## src/rtl/efuse_read_ctrl.sv

```systemverilog
// eFuse read sequencer: drives rden/aen/addr to fetch one NR-bit window with programmable
// setup/access/gap timing, optional XOR checksum, abort and window-range check.
module efuse_read_ctrl #(
    parameter int unsigned NR     = 64,
    parameter int unsigned DW     = 8,
    parameter int unsigned AW     = 8,
    parameter int unsigned NWIN   = 4,
    parameter int unsigned TW     = 6,
    parameter bit          CHK_EN = 1'b1
) (
    input  logic                  clk,
    input  logic                  rst_n,
    input  logic [TW-1:0]         rg_tsu,
    input  logic [TW-1:0]         rg_trd,
    input  logic [TW-1:0]         rg_tgap,
    input  logic [$clog2(NWIN):0] read_sel,
    input  logic                  read_start,
    input  logic                  read_abort,
    output logic                  read_done,
    output logic                  read_err,
    output logic                  busy_read,
    output logic [NR-1:0]         read_data,
    output logic                  efuse_pgmen_o,
    output logic                  efuse_rden_o,
    output logic                  efuse_aen_o,
    output logic [AW-1:0]         efuse_addr_o,
    input  logic [DW-1:0]         efuse_rdata
);
    localparam int unsigned BPW = NR / DW;
    localparam int unsigned WCW = (BPW > 1) ? $clog2(BPW) : 1;

    typedef enum logic [2:0] {
        StIdle,
        StSetup,
        StAenHi,
        StAenLo,
        StTail
    } state_e;

    state_e          state_q, state_d;
    logic [TW-1:0]   cnt_q, cnt_d;
    logic [WCW-1:0]  wcnt_q, wcnt_d;
    logic [AW-1:0]   addr_q, addr_d;
    logic [NR-1:0]   data_q, data_d;
    logic [DW-1:0]   acc_q, acc_d;
    logic            done_q, done_d;
    logic            err_q, err_d;
    logic            rden_q, rden_d;
    logic            aen_q, aen_d;

    logic            sel_ok;
    logic [AW-1:0]   sel_addr;
    logic [NR-1:0]   data_shift;

    assign sel_ok   = (32'(read_sel) < NWIN);
    assign sel_addr = AW'(read_sel) * AW'(BPW);

    // First word read ends up in the MSBs after BPW shifts.
    if (BPW > 1) begin : g_shift
        assign data_shift = {data_q[NR-DW-1:0], efuse_rdata};
    end else begin : g_noshift
        assign data_shift = efuse_rdata;
    end

    always_comb begin
        state_d = state_q;
        cnt_d   = cnt_q + TW'(1);
        wcnt_d  = wcnt_q;
        addr_d  = addr_q;
        data_d  = data_q;
        acc_d   = acc_q;
        done_d  = done_q;
        err_d   = err_q;

        unique case (state_q)
            StIdle: begin
                cnt_d = '0;
                if (read_start) begin
                    if (sel_ok) begin
                        state_d = StSetup;
                        done_d  = 1'b0;
                        err_d   = 1'b0;
                        data_d  = '0;
                        acc_d   = '0;
                        wcnt_d  = '0;
                        addr_d  = sel_addr;
                    end else begin
                        done_d = 1'b1;
                        err_d  = 1'b1;
                    end
                end
            end
            StSetup: begin
                if (cnt_q == rg_tsu) state_d = StAenHi;
            end
            StAenHi: begin
                if (cnt_q == rg_trd) begin
                    data_d = data_shift;
                    acc_d  = acc_q ^ efuse_rdata;
                    if (wcnt_q == WCW'(BPW - 1)) begin
                        state_d = StTail;
                    end else begin
                        state_d = StAenLo;
                        addr_d  = addr_q + AW'(1);
                        wcnt_d  = wcnt_q + WCW'(1);
                    end
                end
            end
            StAenLo: begin
                if (cnt_q == rg_tgap) state_d = StAenHi;
            end
            StTail: begin
                if (cnt_q == rg_tgap) begin
                    state_d = StIdle;
                    done_d  = 1'b1;
                    err_d   = CHK_EN && (acc_q != '0);
                end
            end
            default: state_d = StIdle;
        endcase

        // Abort overrides everything, including a capture on the same edge.
        if (read_abort && (state_q != StIdle)) begin
            state_d = StIdle;
            done_d  = 1'b1;
            err_d   = 1'b1;
            data_d  = data_q;
            acc_d   = acc_q;
            addr_d  = addr_q;
            wcnt_d  = wcnt_q;
        end

        if (state_d != state_q) cnt_d = '0;

        rden_d = (state_d != StIdle);
        aen_d  = (state_d == StAenHi);
    end

    always_ff @(posedge clk or negedge rst_n) begin
        if (!rst_n) begin
            state_q <= StIdle;
            cnt_q   <= '0;
            wcnt_q  <= '0;
            addr_q  <= '0;
            data_q  <= '0;
            acc_q   <= '0;
            done_q  <= 1'b0;
            err_q   <= 1'b0;
            rden_q  <= 1'b0;
            aen_q   <= 1'b0;
        end else begin
            state_q <= state_d;
            cnt_q   <= cnt_d;
            wcnt_q  <= wcnt_d;
            addr_q  <= addr_d;
            data_q  <= data_d;
            acc_q   <= acc_d;
            done_q  <= done_d;
            err_q   <= err_d;
            rden_q  <= rden_d;
            aen_q   <= aen_d;
        end
    end

    assign read_done     = done_q;
    assign read_err      = err_q;
    assign busy_read     = (state_q != StIdle);
    assign read_data     = data_q;
    assign efuse_pgmen_o = 1'b0;
    assign efuse_rden_o  = rden_q;
    assign efuse_aen_o   = aen_q;
    assign efuse_addr_o  = addr_q;

endmodule

```

## config.mk

```make
export PLATFORM = sky130hd
export DESIGN_NAME = efuse_read_ctrl
export DESIGN_NICKNAME = d
export VERILOG_FILES = /design/src/rtl/efuse_read_ctrl.sv
export SDC_FILE = /design/constraint.sdc
export NUM_CORES = 1
export LEC_CHECK = 0
export ABC_AREA = 1
export BUFFER_PORTS_ARGS = -buffer_cell sky130_fd_sc_hd__clkbuf_2
export CAP_MARGIN = 20
export CELL_PAD_IN_SITES_DETAIL_PLACEMENT = 1
export CELL_PAD_IN_SITES_GLOBAL_PLACEMENT = 2
export CORE_MARGIN = 2
export CORE_UTILIZATION = 30
export DETAILED_ROUTE_END_ITERATION = 16
export PLACE_DENSITY_LB_ADDON = 0.1
export SLEW_MARGIN = 20
export SYNTH_ARGS = -nofsm -noshare
export SYNTH_HDL_FRONTEND = slang
export SYNTH_SLANG_ARGS = --single-unit
```

## constraint.sdc

```tcl
create_clock -name clk -period 2.1 [get_ports clk]
set_input_delay 0.105 -clock clk [delete_from_list [all_inputs] [get_ports clk]]
set_output_delay 0.105 -clock clk [all_outputs]
set_load 0.005 [all_outputs]
```

# ---- Word-level counts from Yosys, hierarchy flattened
# Index checks and enable logic that the tools add are counted.
dict set report word_totals {
  register_bits 96
  latch_bits 0
  ram_bits 0
  rom_bits 0
  input_bits 33
  output_inout_bits 78
  word_cells 79
  n_memories 0
}
dict set report op_classes {
  n_addsub 3
  multipliers 0
  div_mod_pow 0
  order_cmp 1
  eq_ne 16
  shifts 0
  n_mux 37
  n_bitwise 2
  n_reduce_logical 10
}
# cell n
set op_table {}
lappend op_table {{$mux 64} 3}
lappend op_table {{$pmux 64 s2} 1}
lappend op_table {{$mux 8} 7}
lappend op_table {{$mux 3} 12}
lappend op_table {{$pmux 8 s2} 2}
lappend op_table {{$eq 6x6->1} 3}
lappend op_table {{$pmux 3 s5} 1}
lappend op_table {{$mux 6} 2}
lappend op_table {{$eq 3x2->1 const B} 3}
lappend op_table {{$reduce_bool 3->1} 3}
lappend op_table {{$add 8x1->8 const B} 1}
lappend op_table {{$ne 2x2->1 const B} 4}
lappend op_table {{$reduce_bool 8->1} 1}
lappend op_table {{$xor 8x8->8} 1}
lappend op_table {{$add 6x1->6 const B} 1}
lappend op_table {{$eq 3x3->1 const B} 2}
lappend op_table {{$mux 1} 6}
lappend op_table {{$ne 3x3->1 const B} 2}
lappend op_table {{$pmux 3 s2} 1}
lappend op_table {{$reduce_and 6->1} 1}
lappend op_table {{$reduce_and 5->1} 1}
lappend op_table {{$pmux 1 s2} 2}
lappend op_table {{$add 3x1->3 const B} 1}
lappend op_table {{$eq 3x1->1 const B} 1}
lappend op_table {{other kinds (7)} 7}

# ---- Longest topological paths before layout
dict set report depth {
  depth_word 7
  ltp_mapped 14
  ltp_nobuf 13
}

# ---- Worst setup path before layout
# OpenSTA, ideal clock, no wires.
dict set report synth_path {
  kind {flip-flop to flip-flop}
  from {reg cnt_q[0]}
  to {reg data_q[4] (netlist: read_data[4])}
  setup_time_ns 0.130
  arrival_ns 1.547
  required_ns 1.970
  path_slack_ns 0.423
  stages_incl_launch_ff 11
  path_buffers 3
  synth_period_minus_slack_ns 1.677
  path_cell_list {dfrtp_1 -> buf_2 -> xor2_1 -> nor2_1 -> nand2_2 -> o21ai_1 -> nand2_1 -> a21oi_4 -> buf_6 -> buf_6 -> o22ai_2}
}
dict set report synth_between {
  elab_chain_len 3
}
# element line_no
set synth_lines {}
lappend synth_lines {{start: declaration} 41} ;# logic [TW-1:0] cnt_q, cnt_d;
lappend synth_lines {{start signal: assignment} 153} ;# cnt_q <= cnt_d;
lappend synth_lines {{$eq 6x6->1} 97} ;# if (cnt_q == rg_trd) begin
lappend synth_lines {{$ne 2x2->1 (no line)} -}
lappend synth_lines {{$reduce_and 5->1 (no line)} -}
lappend synth_lines {{end signal: assignment} 156} ;# data_q <= data_d;
lappend synth_lines {{end: declaration} 44} ;# logic [NR-1:0] data_q, data_d;
# Every way passes these cells.
# A chain may end at the register's enable or synchronous reset.

# ---- Final worst setup path
dict set report layout_path {
  from {reg cnt_q[3]}
  to {reg data_q[61] (netlist: read_data[61])}
}
# Same word-level chain as after synthesis.

==> results.tsv <==
stage	metric	value	unit
power_and_ir_drop	Tot Pwr	0.00553	W
yosys	post-synthesis sequential area ratio	53.0	%
grt	GR Util All Layers	16.6	%
drt	WL final	12900	µm
drt	DR pass1 iterations	4	
grt	first-pass GRT wire length	21000	µm
setup_path	CP cell instances	inv_2 > nand2_1 > a21oi_4 > nand2_2 > o21ai_1 > nand2_1 > a21oi_4 > buf_4 > buf_12 > o22ai_1	
drt	post-DR wirelength/cell	15.9	µm
clock_tree	clock tree buffer depth	2	
power_and_ir_drop	Static Leak	2.86	nW
place	gpl congestion	0.783	
grt	pin count of the biggest net entering global routing	59	
drt	Post-DRT Antenna Nets	0	
clock_tree	Skew-Pair Late Insertion Delay	350	ps
finish	ant diodes	0	
finish	nets@finish	658	
setup_path	Crit Path Max Fanout	16	
clock_tree	root buf cell	clkbuf_16	
clock_tree	H-tree levels	3	
setup_path	Crit Path Category	reg -> reg	
timing	f_max	509	MHz
setup_path	Critical Path End Type	flop	
setup_path	setup slack, reg-to-reg	130	ps
timing	# setup viols final	0	
yosys	Post-Syn Area	0.00453	mm²
drt	drt initial violations	181	
floorplanning	Top Ports	111	
power_and_ir_drop	power per cell area	985	mW/mm²
yosys	Distinct cells, synth	30	
worst_hold_path	class of the worst hold path	in -> reg	
drt	vias	3777	
finish	Fill cells	1825	
finish	area grow syn2layout	23.9	%
place	IO Port Bufs	109	
timing	Final Hold Viols	0	
floorplanning	Initial Util	30.9	%
drt	DR vias/cell	4.66	
job	maxcap violations	0	
setup_path	Worst EP arrival	2190	ps
clock_tree	clk slew on worst S/H paths	70	ps
place	HPWL after DPL	9570	µm
grt	GR Overflow Total	0	
drt	drt drc	0	
timing	fin crit share	93.6	%
yosys	post-synth net total	546	
finish	layout cells sized above 1	28.1	%
clock_tree	Sinks on Clock Net	96	
clock_tree	clock buffer count from CTS	9	
finish	most common cell after layout, fill and taps aside	clkbuf_2	
setup_path	WP buf/inv	3	
clock_tree	CTS tree	built	
timing	final setup TNS	0	ps
floorplanning	total die area	0.0161	mm²
yosys	Syn Inst Count	509	
yosys	warnings from Yosys	0	
setup_path	slowest cell delay on critical path	450	ps
setup_path	Critical Path RT	2320	ps
floorplanning	Die Width	127	µm
yosys	Mapped Avg Cell Area	8.90	µm²
timing	fin crit period	1970	ps
setup_path	CP Launch Type	flop	
timing	Slew Limit Fails	0	
setup_path	slowest CP cell	dfrtp_2	
floorplanning	total core area	0.0146	mm²
floorplanning	die height	127	µm
grt	initial antenna violation count	0	
outcome	run status	finished, final reports clean	
setup_path	Top delay family on crit path	compound AO/OA/AOI/OAI gates	
finish	commonest non-fill, non-tap cells in the layout	clkbuf_2, inv_1, dfrtp_1	
grt	vias in the first global route	4004	
floorplanning	num rows	44	
yosys	register bit total from synthesis	96	
power_and_ir_drop	peak supply drop	415	µV
timing	Final Skew	5.02	ps
==> synth_stat cells, drive strengths merged <==
| cell | number | area share [%] |
|---|---|---|
| inv | 105 | 8.7 |
| o21ai | 10 | 1.1 |
| a31oi | 2 | 0.28 |
| o22ai | 64 | 9.4 |
| nand3 | 32 | 4.0 |
| xor2 | 7 | 1.4 |
| or2 | 4 | 0.55 |
| buf | 22 | 3.9 |
| nor4 | 2 | 0.28 |
| ha | 4 | 1.1 |
| clkbuf | 3 | 0.25 |
| xnor2 | 4 | 0.77 |
| nand2 | 96 | 8.6 |
| nor2 | 32 | 2.7 |
| nand3b | 2 | 0.33 |
| nand4 | 6 | 0.83 |
| a21oi | 16 | 2.6 |
| dfrtp | 96 | 53 |
| conb | 1 | 0.083 |
| nor3b | 1 | 0.17 |
==> worst min-delay path: stages <==
cell	delay (ps)
clkbuf_2	100
nand2_2	70
a21oi_1	60
==> flip-flops by register name (all words and copies together) (netlist names) <==
register,cells
efuse_addr_o,8
wcnt_q,3
state_q,3
read_done,1
cnt_q,6
efuse_rden_o,1
acc_q,8
read_err,1
efuse_aen_o,1
read_data,64
==> final cells by class <==
type	count	area (µm²)	share of cell area, %
clock buffers	12	246	4.39
inverters	105	394	7.02
clock inverters	4	27.5	0.490
well taps	184	230	4.10
repair buffers	126	753	13.4
flip-flops and latches	96	2410	42.9
multi-input cells	283	1550	27.7
==> power breakdown <==
part	internal, W	switching [W]	total, W
logic	0.000650	0.00103	0.00168
registers	0.00207	0.000189	0.00226
clock network	0.000843	0.000752	0.00159
==> kinds of logic after synthesis <==
kind of cell               Yosys count  share of synthesized area [%]
and+or+nand+nor                    175                           17.4
DFF                                 96                           53.0
buffers and inverters              130                           12.9
adders and majority gates            4                           1.10
xor gates and xnor gates            11                           2.13
other                                1                         0.0828
AOI/OAI and AO/OA                   92                           13.4
==> worst paths after layout <==
kind                                             from                   endpoint  cells past startpoint
worst max-delay path               cnt_q[3]$_DFF_PN0_  read_data[61]$_DFFE_PN0P_                     10
worst min-delay path                   efuse_rdata[3]       acc_q[3]$_DFFE_PN0P_                      3
max in group asynchronous                       rst_n         cnt_q[1]$_DFF_PN0_                      3
worst min register to register  wcnt_q[1]$_DFFE_PN0P_      wcnt_q[1]$_DFFE_PN0P_                      2
min in group asynchronous                       rst_n  read_data[17]$_DFFE_PN0P_                      2
worst max register to register     cnt_q[3]$_DFF_PN0_  read_data[61]$_DFFE_PN0P_                     10
==> layer usage <==
| layer | routed length (µm) | track usage, % | up-vias |
|---|---|---|---|
| met4 | 205 | 5.24 | 0 |
| met1 | 6220 | 22.5 | 1822 |
| met3 | 481 | 3.67 | 17 |
| li1 | - | - | 1859 |
| met5 | 0 | 0 | - |
| met2 | 5960 | 26.5 | 79 |
==> repair_timing <==
action | CTS | global route
setup endpoints to repair | 0 | 35
endpoints found under the hold margin | 90 | 0
hold buffers | 1 | 0
gates resized for setup | 0 | 7
setup buffers | 0 | 1
==> stage by stage <==
step / area [µm²] / cells / setup WS [ps] / hold slack [ps] / util, %
detailed placement: 5310 / 792 / 82.6 / -6.70 / 36.2
global placement: 5310 / 792 / 134 / -7.90 / 36.2
CTS: 5590 / 809 / 73.7 / 7.49 / 38.2
floorplan: 4530 / 509 / 423 / -191 / -
global route: 5610 / 810 / -11.4 / 27.0 / 38.3
finish: 5610 / 810 / 135 / 13.2 / 38.3
Power figures use the tool's default switching activity.
